`config.mk`:
```
export PLATFORM = sky130hd
export DESIGN_NAME = acc_icb_bridge
export DESIGN_NICKNAME = d
export VERILOG_FILES = /design/src/rtl/acc_icb_bridge.sv
export SDC_FILE = /design/constraint.sdc
export NUM_CORES = 1
export LEC_CHECK = 0
export BUFFER_PORTS_ARGS = -buffer_cell sky130_fd_sc_hd__buf_2
export CORE_AREA = 2 2 303 305
export DETAILED_ROUTE_END_ITERATION = 16
export DIE_AREA = 0 0 305 307
export PLACE_DENSITY = 0.48
export SYNTH_ARGS = -nofsm -noshare
export SYNTH_HDL_FRONTEND = slang
export SYNTH_SLANG_ARGS = --single-unit
```
`constraint.sdc`:
```
create_clock -name clk -period 3.5 [get_ports clk]
set_input_delay 0.7 -clock clk [delete_from_list [all_inputs] [get_ports clk]]
set_output_delay 0.7 -clock clk [all_outputs]
set_load 0.01 [all_outputs]
```
`src/rtl/acc_icb_bridge.sv`:
```
// ICB slave front-end for the convolution accelerator.
//
// Decodes one 1 MiB ICB window (addr[31:20] == WIN_HI) into a byte-masked register file
// and NBANK word-addressed single-port SRAM banks. One command is outstanding at a time:
// register accesses, bank writes and decode errors respond one cycle after the handshake,
// and bank reads respond two cycles after it. Each bank is shared with the compute core.
// An ICB access takes the bank only in its handshake cycle; the core is stalled for that
// one cycle and must hold its request.
//
// Ports:
//   clk, rst_n                   clock, synchronous active-low reset
//   icb_cmd_*                    ICB command channel (valid/ready, addr, read, wdata, wmask)
//   icb_rsp_*                    ICB response channel (valid/ready, err, rdata)
//   cfg_o                        flattened register file, reg i at [i*DW +: DW]
//   start_o                      one-cycle pulse after CTRL.START is written with 1
//   irq_o                        registered CTRL.IE & STATUS.DONE
//   core_busy_i, core_done_i     core status inputs
//   core_req/we/addr/wdata/wem   per-bank core memory requests
//   core_gnt, core_rvalid        per-bank grant and read-data-valid back to the core
//   ram_*                        per-bank SRAM macro interface (read data one cycle after cs)
module acc_icb_bridge #(
  parameter int unsigned DW      = 32,
  parameter logic [11:0] WIN_HI  = 12'h101,
  parameter int unsigned NBANK   = 3,
  parameter int unsigned BANK_AW = 13,
  parameter int unsigned NREG    = 8
) (
  input  logic                     clk,
  input  logic                     rst_n,
  input  logic                     icb_cmd_valid,
  output logic                     icb_cmd_ready,
  input  logic [31:0]              icb_cmd_addr,
  input  logic                     icb_cmd_read,
  input  logic [DW-1:0]            icb_cmd_wdata,
  input  logic [DW/8-1:0]          icb_cmd_wmask,
  output logic                     icb_rsp_valid,
  input  logic                     icb_rsp_ready,
  output logic                     icb_rsp_err,
  output logic [DW-1:0]            icb_rsp_rdata,
  output logic [NREG*DW-1:0]       cfg_o,
  output logic                     start_o,
  output logic                     irq_o,
  input  logic                     core_busy_i,
  input  logic                     core_done_i,
  input  logic [NBANK-1:0]         core_req,
  input  logic [NBANK-1:0]         core_we,
  input  logic [NBANK*BANK_AW-1:0] core_addr,
  input  logic [NBANK*DW-1:0]      core_wdata,
  input  logic [NBANK*DW/8-1:0]    core_wem,
  output logic [NBANK-1:0]         core_gnt,
  output logic [NBANK-1:0]         core_rvalid,
  output logic [NBANK-1:0]         ram_cs,
  output logic [NBANK-1:0]         ram_we,
  output logic [NBANK*BANK_AW-1:0] ram_addr,
  output logic [NBANK*DW-1:0]      ram_wdata,
  output logic [NBANK*DW/8-1:0]    ram_wem,
  input  logic [NBANK*DW-1:0]      ram_rdata
);

  localparam int unsigned MW = DW / 8;

  typedef enum logic [1:0] {StIdle, StRdWait, StRsp} state_e;

  state_e            state_q, state_d;
  logic              rsp_err_q, rsp_err_d;
  logic [DW-1:0]     rsp_rdata_q, rsp_rdata_d;
  logic [1:0]        rd_bank_q, rd_bank_d;
  logic [DW-1:0]     regs_q [NREG];
  logic [DW-1:0]     regs_d [NREG];
  logic              done_q, done_d;
  logic              start_q, start_d;
  logic              irq_q, irq_d;
  logic [NBANK-1:0]  core_rvalid_q;

  // Address decode
  logic [1:0]         region;
  logic [5:0]         reg_idx;
  logic [BANK_AW-1:0] word_addr;
  logic [1:0]         bank_idx;
  logic               win_ok, bank_hi_nz, reg_sel, bank_sel, dec_err;
  logic               hs, wr_reg;
  logic [NBANK-1:0]   icb_own;
  logic [DW-1:0]      reg_rd;
  logic [DW-1:0]      bank_rdata;

  assign region     = icb_cmd_addr[19:18];
  assign reg_idx    = icb_cmd_addr[7:2];
  assign word_addr  = icb_cmd_addr[BANK_AW+1:2];
  assign bank_idx   = region - 2'd1;
  assign win_ok     = (icb_cmd_addr[31:20] == WIN_HI);
  // Bank regions must leave the bits between the word address and the region field clear.
  assign bank_hi_nz = ((icb_cmd_addr[17:0] >> (BANK_AW + 2)) != '0);
  assign reg_sel    = win_ok && (region == 2'd0) && (32'(reg_idx) < NREG);
  assign bank_sel   = win_ok && (region != 2'd0) && (32'(region) <= NBANK) && !bank_hi_nz;
  assign dec_err    = !reg_sel && !bank_sel;

  assign icb_cmd_ready = (state_q == StIdle);
  assign hs            = icb_cmd_valid && icb_cmd_ready;
  assign wr_reg        = hs && reg_sel && !icb_cmd_read;

  function automatic logic [DW-1:0] byte_merge(input logic [DW-1:0] old_val,
                                               input logic [DW-1:0] new_val,
                                               input logic [MW-1:0] mask);
    logic [DW-1:0] r;
    r = old_val;
    for (int i = 0; i < MW; i++) begin
      if (mask[i]) r[i*8 +: 8] = new_val[i*8 +: 8];
    end
    return r;
  endfunction

  // Bank arbitration: ICB owns a bank only during its handshake cycle.
  always_comb begin
    icb_own   = '0;
    ram_cs    = core_req;
    ram_we    = core_we;
    ram_addr  = core_addr;
    ram_wdata = core_wdata;
    ram_wem   = core_wem;
    core_gnt  = core_req;
    for (int b = 0; b < NBANK; b++) begin
      icb_own[b] = hs && bank_sel && (bank_idx == 2'(b));
      if (icb_own[b]) begin
        ram_cs[b]                     = 1'b1;
        ram_we[b]                     = !icb_cmd_read;
        ram_addr[b*BANK_AW +: BANK_AW] = word_addr;
        ram_wdata[b*DW +: DW]         = icb_cmd_wdata;
        ram_wem[b*MW +: MW]           = icb_cmd_read ? '0 : icb_cmd_wmask;
        core_gnt[b]                   = 1'b0;
      end
    end
  end

  // Register read mux; STATUS is assembled live, CTRL[0] is never stored.
  always_comb begin
    reg_rd = '0;
    for (int i = 0; i < NREG; i++) begin
      if (reg_idx == 6'(i)) begin
        if (i == 1) begin
          reg_rd[0] = core_busy_i;
          reg_rd[1] = done_q;
        end else begin
          reg_rd = regs_q[i];
        end
      end
    end
  end

  always_comb begin
    bank_rdata = '0;
    for (int b = 0; b < NBANK; b++) begin
      if (rd_bank_q == 2'(b)) bank_rdata = ram_rdata[b*DW +: DW];
    end
  end

  // Command/response FSM and register file next state
  always_comb begin
    state_d     = state_q;
    rsp_err_d   = rsp_err_q;
    rsp_rdata_d = rsp_rdata_q;
    rd_bank_d   = rd_bank_q;
    regs_d      = regs_q;
    done_d      = done_q;
    start_d     = 1'b0;

    unique case (state_q)
      StIdle: begin
        if (hs) begin
          if (dec_err) begin
            rsp_err_d   = 1'b1;
            rsp_rdata_d = '0;
            state_d     = StRsp;
          end else if (reg_sel) begin
            rsp_err_d   = 1'b0;
            rsp_rdata_d = icb_cmd_read ? reg_rd : '0;
            state_d     = StRsp;
          end else if (icb_cmd_read) begin
            rsp_err_d = 1'b0;
            rd_bank_d = bank_idx;
            state_d   = StRdWait;
          end else begin
            rsp_err_d   = 1'b0;
            rsp_rdata_d = '0;
            state_d     = StRsp;
          end
        end
      end
      StRdWait: begin
        rsp_rdata_d = bank_rdata;
        state_d     = StRsp;
      end
      StRsp: begin
        if (icb_rsp_ready) state_d = StIdle;
      end
      default: state_d = StIdle;
    endcase

    if (wr_reg) begin
      for (int i = 0; i < NREG; i++) begin
        if (reg_idx == 6'(i)) begin
          if (i == 0) begin
            regs_d[0]    = byte_merge(regs_q[0], icb_cmd_wdata, icb_cmd_wmask);
            regs_d[0][0] = 1'b0;
            start_d      = icb_cmd_wmask[0] && icb_cmd_wdata[0];
          end else if (i == 1) begin
            if (icb_cmd_wmask[0] && icb_cmd_wdata[1]) done_d = 1'b0;
          end else begin
            regs_d[i] = byte_merge(regs_q[i], icb_cmd_wdata, icb_cmd_wmask);
          end
        end
      end
    end

    // A done pulse wins over a coincident write-1-to-clear.
    if (core_done_i) done_d = 1'b1;

    irq_d = regs_d[0][2] && done_d;
  end

  always_ff @(posedge clk) begin
    if (!rst_n) begin
      state_q       <= StIdle;
      rsp_err_q     <= 1'b0;
      rsp_rdata_q   <= '0;
      rd_bank_q     <= '0;
      regs_q        <= '{default: '0};
      done_q        <= 1'b0;
      start_q       <= 1'b0;
      irq_q         <= 1'b0;
      core_rvalid_q <= '0;
    end else begin
      state_q       <= state_d;
      rsp_err_q     <= rsp_err_d;
      rsp_rdata_q   <= rsp_rdata_d;
      rd_bank_q     <= rd_bank_d;
      regs_q        <= regs_d;
      done_q        <= done_d;
      start_q       <= start_d;
      irq_q         <= irq_d;
      core_rvalid_q <= core_gnt & ~core_we;
    end
  end

  assign icb_rsp_valid = (state_q == StRsp);
  assign icb_rsp_err   = rsp_err_q;
  assign icb_rsp_rdata = rsp_rdata_q;
  assign start_o       = start_q;
  assign irq_o         = irq_q;
  assign core_rvalid   = core_rvalid_q;

  always_comb begin
    cfg_o = '0;
    for (int i = 0; i < NREG; i++) begin
      cfg_o[i*DW +: DW] = regs_q[i];
    end
    cfg_o[DW]     = core_busy_i;
    cfg_o[DW + 1] = done_q;
  end

endmodule

```
Yosys cells after proc, flatten, opt, wreduce, memory -nomap -nowiden --
Cells that the tools add are included.
Storage, ports and cells: register bits after elaboration 266, bits in latches 0, memory bits (writable) 0, ROM bits 0, input port bits 324, output and inout bits 452, logic and storage cells 200, memories 0
Operators by class: add/sub/neg operators 1, multipliers 0, div/mod/pow operators 0, magnitude comparators 1, equal/unequal tests 17, shift-type cells 0, mux-type cells 80, bitwise gates (word level) 4, reductions and logical operators 60
Operators with widths (count):
- 32-bit 2-to-1 mux | 24
- 227-bit 2-to-1 mux | 1
- 8-bit 2-to-1 mux | 24
- 3-bit AND reduction | 30
- 32-bit case mux with 2 select lines | 1
- 13-bit 2-to-1 mux | 3
- 6-bit by 3-bit equality test with 1-bit output (second input constant) | 4
- 18-bit nonzero test | 1
- 4-bit 2-to-1 mux | 4
- 1-bit logical AND | 15
- 1-bit 2-to-1 mux | 14
- 12-bit by 9-bit equality test with 1-bit output (second input constant) | 1
- 6-bit by 2-bit equality test with 1-bit output (second input constant) | 2
- 2-bit 2-to-1 mux | 6
- 2-bit zero test | 4
- 2-bit by 1-bit equality test with 1-bit output (second input constant) | 3
- 2-bit equality test (second input constant) | 3
- 6-bit by 1-bit equality test with 1-bit output (second input constant) | 1
- 6-bit zero test | 1
- 6-bit by 4-bit < comparator with 1-bit output (second input constant) | 1
- 3-bit 2-to-1 mux | 2
- 2-bit case mux with 3 select lines | 1
- 5-bit AND reduction | 1
- 1-bit zero test | 4
- other kinds (8) | 12

Depth between registers and ports, before layout --
depth after elaboration 14, depth in mapped cells 10, gate-level depth less buffers 7

Least setup slack after synthesis --
OpenSTA, ideal clock, no wires.
path type input to output, start point input port icb_cmd_addr[18], end point output port ram_wem[0], arrival 2.459 ns, required time 2.800 ns, slack 0.341 ns, stages 8, buffers on the path 2, path through inv_1 > ha_1 > nor4_1 > and2_1 > nand3_1 > clkbuf_1 > clkbuf_1 > o21ai_0
On the way: longest elaborated chain between the ends 6, elaborated cells between the ends (all ways) 8, classes of those cells add/sub: 1; mux: 1; reduce/logical: 6
RTL lines:
- start: declaration | RTL line 32 | input logic [31:0] icb_cmd_addr,
- branches (longest 4 deep; another with 2-bit by 1-bit subtractor with 2-bit output)
- 1-bit logical AND * | RTL line 122 | icb_own[b] = hs && bank_sel && (bank_idx == 2'(b));
- 4-bit 2-to-1 mux * | RTL line 123 | if (icb_own[b]) begin
- end: declaration | RTL line 56 | output logic [NBANK*DW/8-1:0] ram_wem,
Every way passes the cells marked *.

Worst setup path after layout --
start point input port icb_cmd_addr[18], end point output port ram_wdata[85]
On the way: elaborated cells between the ends (all ways) 8, classes of those cells add/sub: 1; eq/ne: 1; mux: 1; reduce/logical: 5
RTL lines:
- 2-bit by 1-bit subtractor with 2-bit output | RTL line 89 | assign bank_idx = region - 2'd1;
- via bank_idx[0] | RTL line 79 | logic [1:0] bank_idx;
- 2-bit equality test | RTL line 122
- 1-bit logical AND | RTL line 122
- 32-bit 2-to-1 mux | RTL line 123
- end: declaration | RTL line 55 | output logic [NBANK*DW-1:0] ram_wdata,
The timed path passes the listed nets, and every way through them passes these cells.

==> implementation parameters <==
Parameter                              Value

GRT
  Number of global-route vias before repair    ~16,000
  Total routing usage reported by global routing    between 10% and 20%
  Global-route wire length before repair    125,000 microns
  Initial antenna violation count    27
  Largest net degree at the start of global routing    93
  Aggregate global routing overflow    0

Critical path
  Crit-path max FO    44
  Critical path's top delay family    buffers and inverters
  Required time worst endpoint    roughly 2.8 ns
  Worst-path cell with the longest stage delay    sky130_fd_sc_hd__mux2_2
  Worst path arrival time    between 2 and 3 ns
  Buf+Inv Stages, Crit Path    5
  Maximum cell stage delay along the critical path    between 0.3 and 0.4 ns
  Cell mode on critical path    sky130_fd_sc_hd__buf_2
  Path type of the worst setup path    in2out
  Critical path launch point type    input port
  Cells along the critical path    buf_2 -> inv_1 -> ha_1 -> nor4_4 -> and2_1 -> buf_4 -> nand3_4 -> buf_12 -> mux2_2 -> buf_2
  Crit end category    output port

Timing
  Final setup violation count    0
  Slew margin rel.    39.3%
  Final-report hold violation count    0
  Setup ws final    between 0.1 and 0.15 ns
  Clock tree skew after final layout    roughly 0.014 ns
  Min cycle time layout    3.40 ns
  Worst slew pin tran    between 0.9 and 1 ns
  Upper clock frequency limit    just under 300 MHz
  Unrepaired setup endpoints after global routing    false
  Max Slew Vio Count    0
  Final Cycle Share    97.1%

Routing
  Drt first-iter violations    about 1,200
  Number of iterations in the first detailed-routing pass    7
  Drt total wl    91,700 microns
  Number of nets still failing antenna checks after routing    0
  Wire length per cell    ~24 microns
  Via total after detailed routing    ~17,000
  Vias per cell    4.41
  Number of remaining DRC errors    0

Power
  Sum of internal, switching and leakage power    7.86 mW
  Power dissipated by switching net loads    2.13 mW
  Static power due to leakage    between 9 and 10 nW
  Combinational group share of total power    12.6%
  Switching power as a share of total power    27.1%
  Flop pwr share    approximately two fifths
  Largest voltage drop on the vdd net    0.245 mV
  Power per standard cell area    354 nW/um^2
  Internal power    roughly 5.7 mW
  Relative contribution of the clock network to total power    a little under 50%

Cells and area
  Final design instance area without fill    22,200 sq um
  Final nets    between 2,000 and 3,000
  Non-filler cells, final    around 3,800
  Layout cells sized above 1    a little over two fifths
  Synthesis-to-layout area growth    44.1%

Clocking
  Clock sink count    between 200 and 300
  Count of hold buffers inserted by post-cts repair    0
  Cell chosen for the clock root    sky130_fd_sc_hd__clkbuf_16
  Setup fix buffers added after clock tree synthesis    0
  Clock tree from TritonCTS    done
  Buffer depth of the longest clock path    3
  CTS buffer count    38
  Clock latency reported for the late side of the worst-skew pair    0.55 ns
  Clock slew at reported path FFs    about 0.05 ns
  Total number of H-tree levels    2

Synth
  Largest cells by area after synthesis    sky130_fd_sc_hd__dfxtp_1 35%, sky130_fd_sc_hd__mux2_2 12%, sky130_fd_sc_hd__nand2_1 12%
  Yosys Warn Count    0
  Cell count after synthesis    roughly 1,800
  Syn_area_per_cell    between 8 and 9 sq um
  Leading area contributor after synthesis    sky130_fd_sc_hd__dfxtp_1
  Ys flop type    sky130_fd_sc_hd__dfxtp_1
  Sequential cell area fraction in the yosys report    approximately a third
  Number of synthesized flops with an enable pin    0
  Fraction of post-synthesis cell area in the top cell type by area    between 30% and 40%
  Number of storage elements in the synthesis netlist    between 200 and 300
  Area of the mapped netlist    about 15,000 sq um
  Fraction of registers with async set or reset after synthesis    0%
  Synth unique cells    53

Floorplan
  Initial Util    between 10% and 20%
  Std cell rows    about 110
  Width of the die    between 300 and 400 microns
  Die ar.    93,600 sq um
  # IOs    roughly 780
  Floorplan Core Area    between 90,000 and 100,000 sq um
  Die height    ~310 microns

Place
  Placed cell areas    between 20,000 and 25,000 sq um
  Placed Instances    about 3,700
  Post-Place Worst Slack    -0.0378 ns
  HPWL Detailed    71,400 microns
  Count of buffers from port buffering    about 740
  RD Place Congestion    0.830

Run status
  Result of the run    completed

Worst hold path
  Min-Delay Path Class    in2reg

Run
  Number of maximum-capacitance violations    0
==> logic make-up after synthesis <==
kind of cell               after synthesis  share of synthesized area (%)
AOI/OAI and AO/OA                      437                           19.8
buffers and inverters                  193                           5.82
adders and majority gates                4                          0.325
DFF                                    266                           34.6
muxes                                  238                           17.0
and+or+nand+nor                        698                           22.4
other                                    1                         0.0244
==> power groups by stage <==
stage	clock network (mW)	registers, mW	logic, mW
2_1_floorplan	0	3.15	0.476
3_3_place_gp	0	3.14	0.990
3_5_place_dp	0	3.14	0.989
4_1_cts	3.91	3.07	0.994
5_1_grt	4.03	3.08	1.06
6_report	3.80	3.07	0.987
==> placed cells by master, fill, tap and decap left out, types with 3 or more instances in the layout <==
master,netlist,routed
sky130_fd_sc_hd__a21boi_0,33,33
sky130_fd_sc_hd__a21boi_1,184,184
sky130_fd_sc_hd__a21oi_1,12,12
sky130_fd_sc_hd__a31oi_1,29,29
sky130_fd_sc_hd__and2_1,5,5
sky130_fd_sc_hd__and3_1,4,3
sky130_fd_sc_hd__and3b_1,3,3
sky130_fd_sc_hd__buf_12,0,11
sky130_fd_sc_hd__buf_2,22,739
sky130_fd_sc_hd__buf_4,36,110
sky130_fd_sc_hd__clkbuf_1,121,10
sky130_fd_sc_hd__clkbuf_16,0,39
sky130_fd_sc_hd__clkbuf_8,0,3
sky130_fd_sc_hd__clkinv_2,0,4
sky130_fd_sc_hd__clkinvlp_4,0,3
sky130_fd_sc_hd__conb_1,1,31
sky130_fd_sc_hd__dfxtp_1,266,265
sky130_fd_sc_hd__diode_2,0,9
sky130_fd_sc_hd__ha_1,4,4
sky130_fd_sc_hd__inv_1,3,3
sky130_fd_sc_hd__mux2_2,166,166
sky130_fd_sc_hd__mux2i_1,70,70
sky130_fd_sc_hd__nand2_1,493,493
sky130_fd_sc_hd__nand2b_1,39,38
sky130_fd_sc_hd__nand3_1,54,50
sky130_fd_sc_hd__nand3_4,0,3
sky130_fd_sc_hd__nand4_1,11,11
sky130_fd_sc_hd__nor2_1,18,17
sky130_fd_sc_hd__nor2b_1,17,16
sky130_fd_sc_hd__nor3_2,10,10
sky130_fd_sc_hd__nor4_1,4,3
sky130_fd_sc_hd__nor4_4,17,18
sky130_fd_sc_hd__nor4b_4,2,3
sky130_fd_sc_hd__o211ai_1,56,56
sky130_fd_sc_hd__o21ai_0,82,82
sky130_fd_sc_hd__o221ai_1,28,28
sky130_fd_sc_hd__o22ai_1,4,4
sky130_fd_sc_hd__or4_1,5,5
==> synthesized netlist by cell type, types with 12 or more instances <==
cell type and count:
sky130_fd_sc_hd__a21boi_0 33, sky130_fd_sc_hd__a21boi_1 184, sky130_fd_sc_hd__a21oi_1 12, sky130_fd_sc_hd__a31oi_1 29
sky130_fd_sc_hd__buf_2 22, sky130_fd_sc_hd__buf_4 36, sky130_fd_sc_hd__clkbuf_1 121, sky130_fd_sc_hd__dfxtp_1 266
sky130_fd_sc_hd__mux2_2 166, sky130_fd_sc_hd__mux2i_1 70, sky130_fd_sc_hd__nand2_1 493, sky130_fd_sc_hd__nand2b_1 39
sky130_fd_sc_hd__nand3_1 54, sky130_fd_sc_hd__nor2_1 18, sky130_fd_sc_hd__nor2b_1 17, sky130_fd_sc_hd__nor4_4 17
sky130_fd_sc_hd__o211ai_1 56, sky130_fd_sc_hd__o21ai_0 82, sky130_fd_sc_hd__o221ai_1 28
==> what timing repair did <==
action | in CTS | in global routing
pin swaps | 0 | 0
setup endpoints to repair | 6 | 14
resized for setup | 1 | 1
==> sequential cells by signal (all words and copies together) (netlist names) <==
register / cells
cfg_o: 223
core_rvalid: 3
done_q: 1
icb_rsp_err: 1
icb_rsp_rdata: 32
irq_o: 1
rd_bank_q: 2
start_o: 1
state_q: 2
==> final timing paths <==
path / startpoint / end / slack, ns / cells past startpoint
hold reg to reg: cfg_o[200] / cfg_o[200] / 0.46 / 2
setup reg to reg: state_q[0] / cfg_o[156] / 0.91 / 6
setup / recovery: icb_cmd_addr[18] / ram_wdata[85] / 0.10 / 10
hold / removal: core_done_i / done_q / 0.44 / 3
==> per-layer routing <==
| layer | track usage [%] | up-vias | routed length [microns] |
|---|---|---|---|
| li1 | - | 7900 | - |
| met3 | 5.43 | 124 | 7170 |
| met1 | 23.8 | 8005 | 39800 |
| met2 | 30.6 | 708 | 42100 |
| met5 | 0 | - | 71 |
| met4 | 5.47 | 10 | 2560 |
==> area by class of cell <==
type | instances | area, sq um
diodes | 9 | 22.5
clock buffers | 52 | 1050
clock inverters | 13 | 140
fillers | 10000 | 68500
inverters | 3 | 11.3
multi-input cells | 1408 | 9370
flip-flops and latches | 266 | 5330
well taps | 1186 | 1480
repair buffers | 861 | 4760
==> stage by stage <==
stage          setup TNS [ns]  hold WS (ns)  util (%)
2_1_floorplan               0         0.483         -
3_3_place_gp         -0.00706         0.448      23.1
3_5_place_dp          -0.0783         0.454      23.1
4_1_cts                     0         0.387      24.4
5_1_grt                     0         0.438      24.4
6_report                    0         0.437      24.4
==> worst reg2reg max path, cell delays in order (launching register included) <==
cell and delay (ns):
sky130_fd_sc_hd__dfxtp_1 0.37, sky130_fd_sc_hd__or3b_2 0.80, sky130_fd_sc_hd__buf_4 0.35, sky130_fd_sc_hd__nor2_1 0.24
sky130_fd_sc_hd__nand3_1 0.44, sky130_fd_sc_hd__nand2_1 0.20, sky130_fd_sc_hd__a21boi_1 0.07
(Power assumes the default switching activity.)
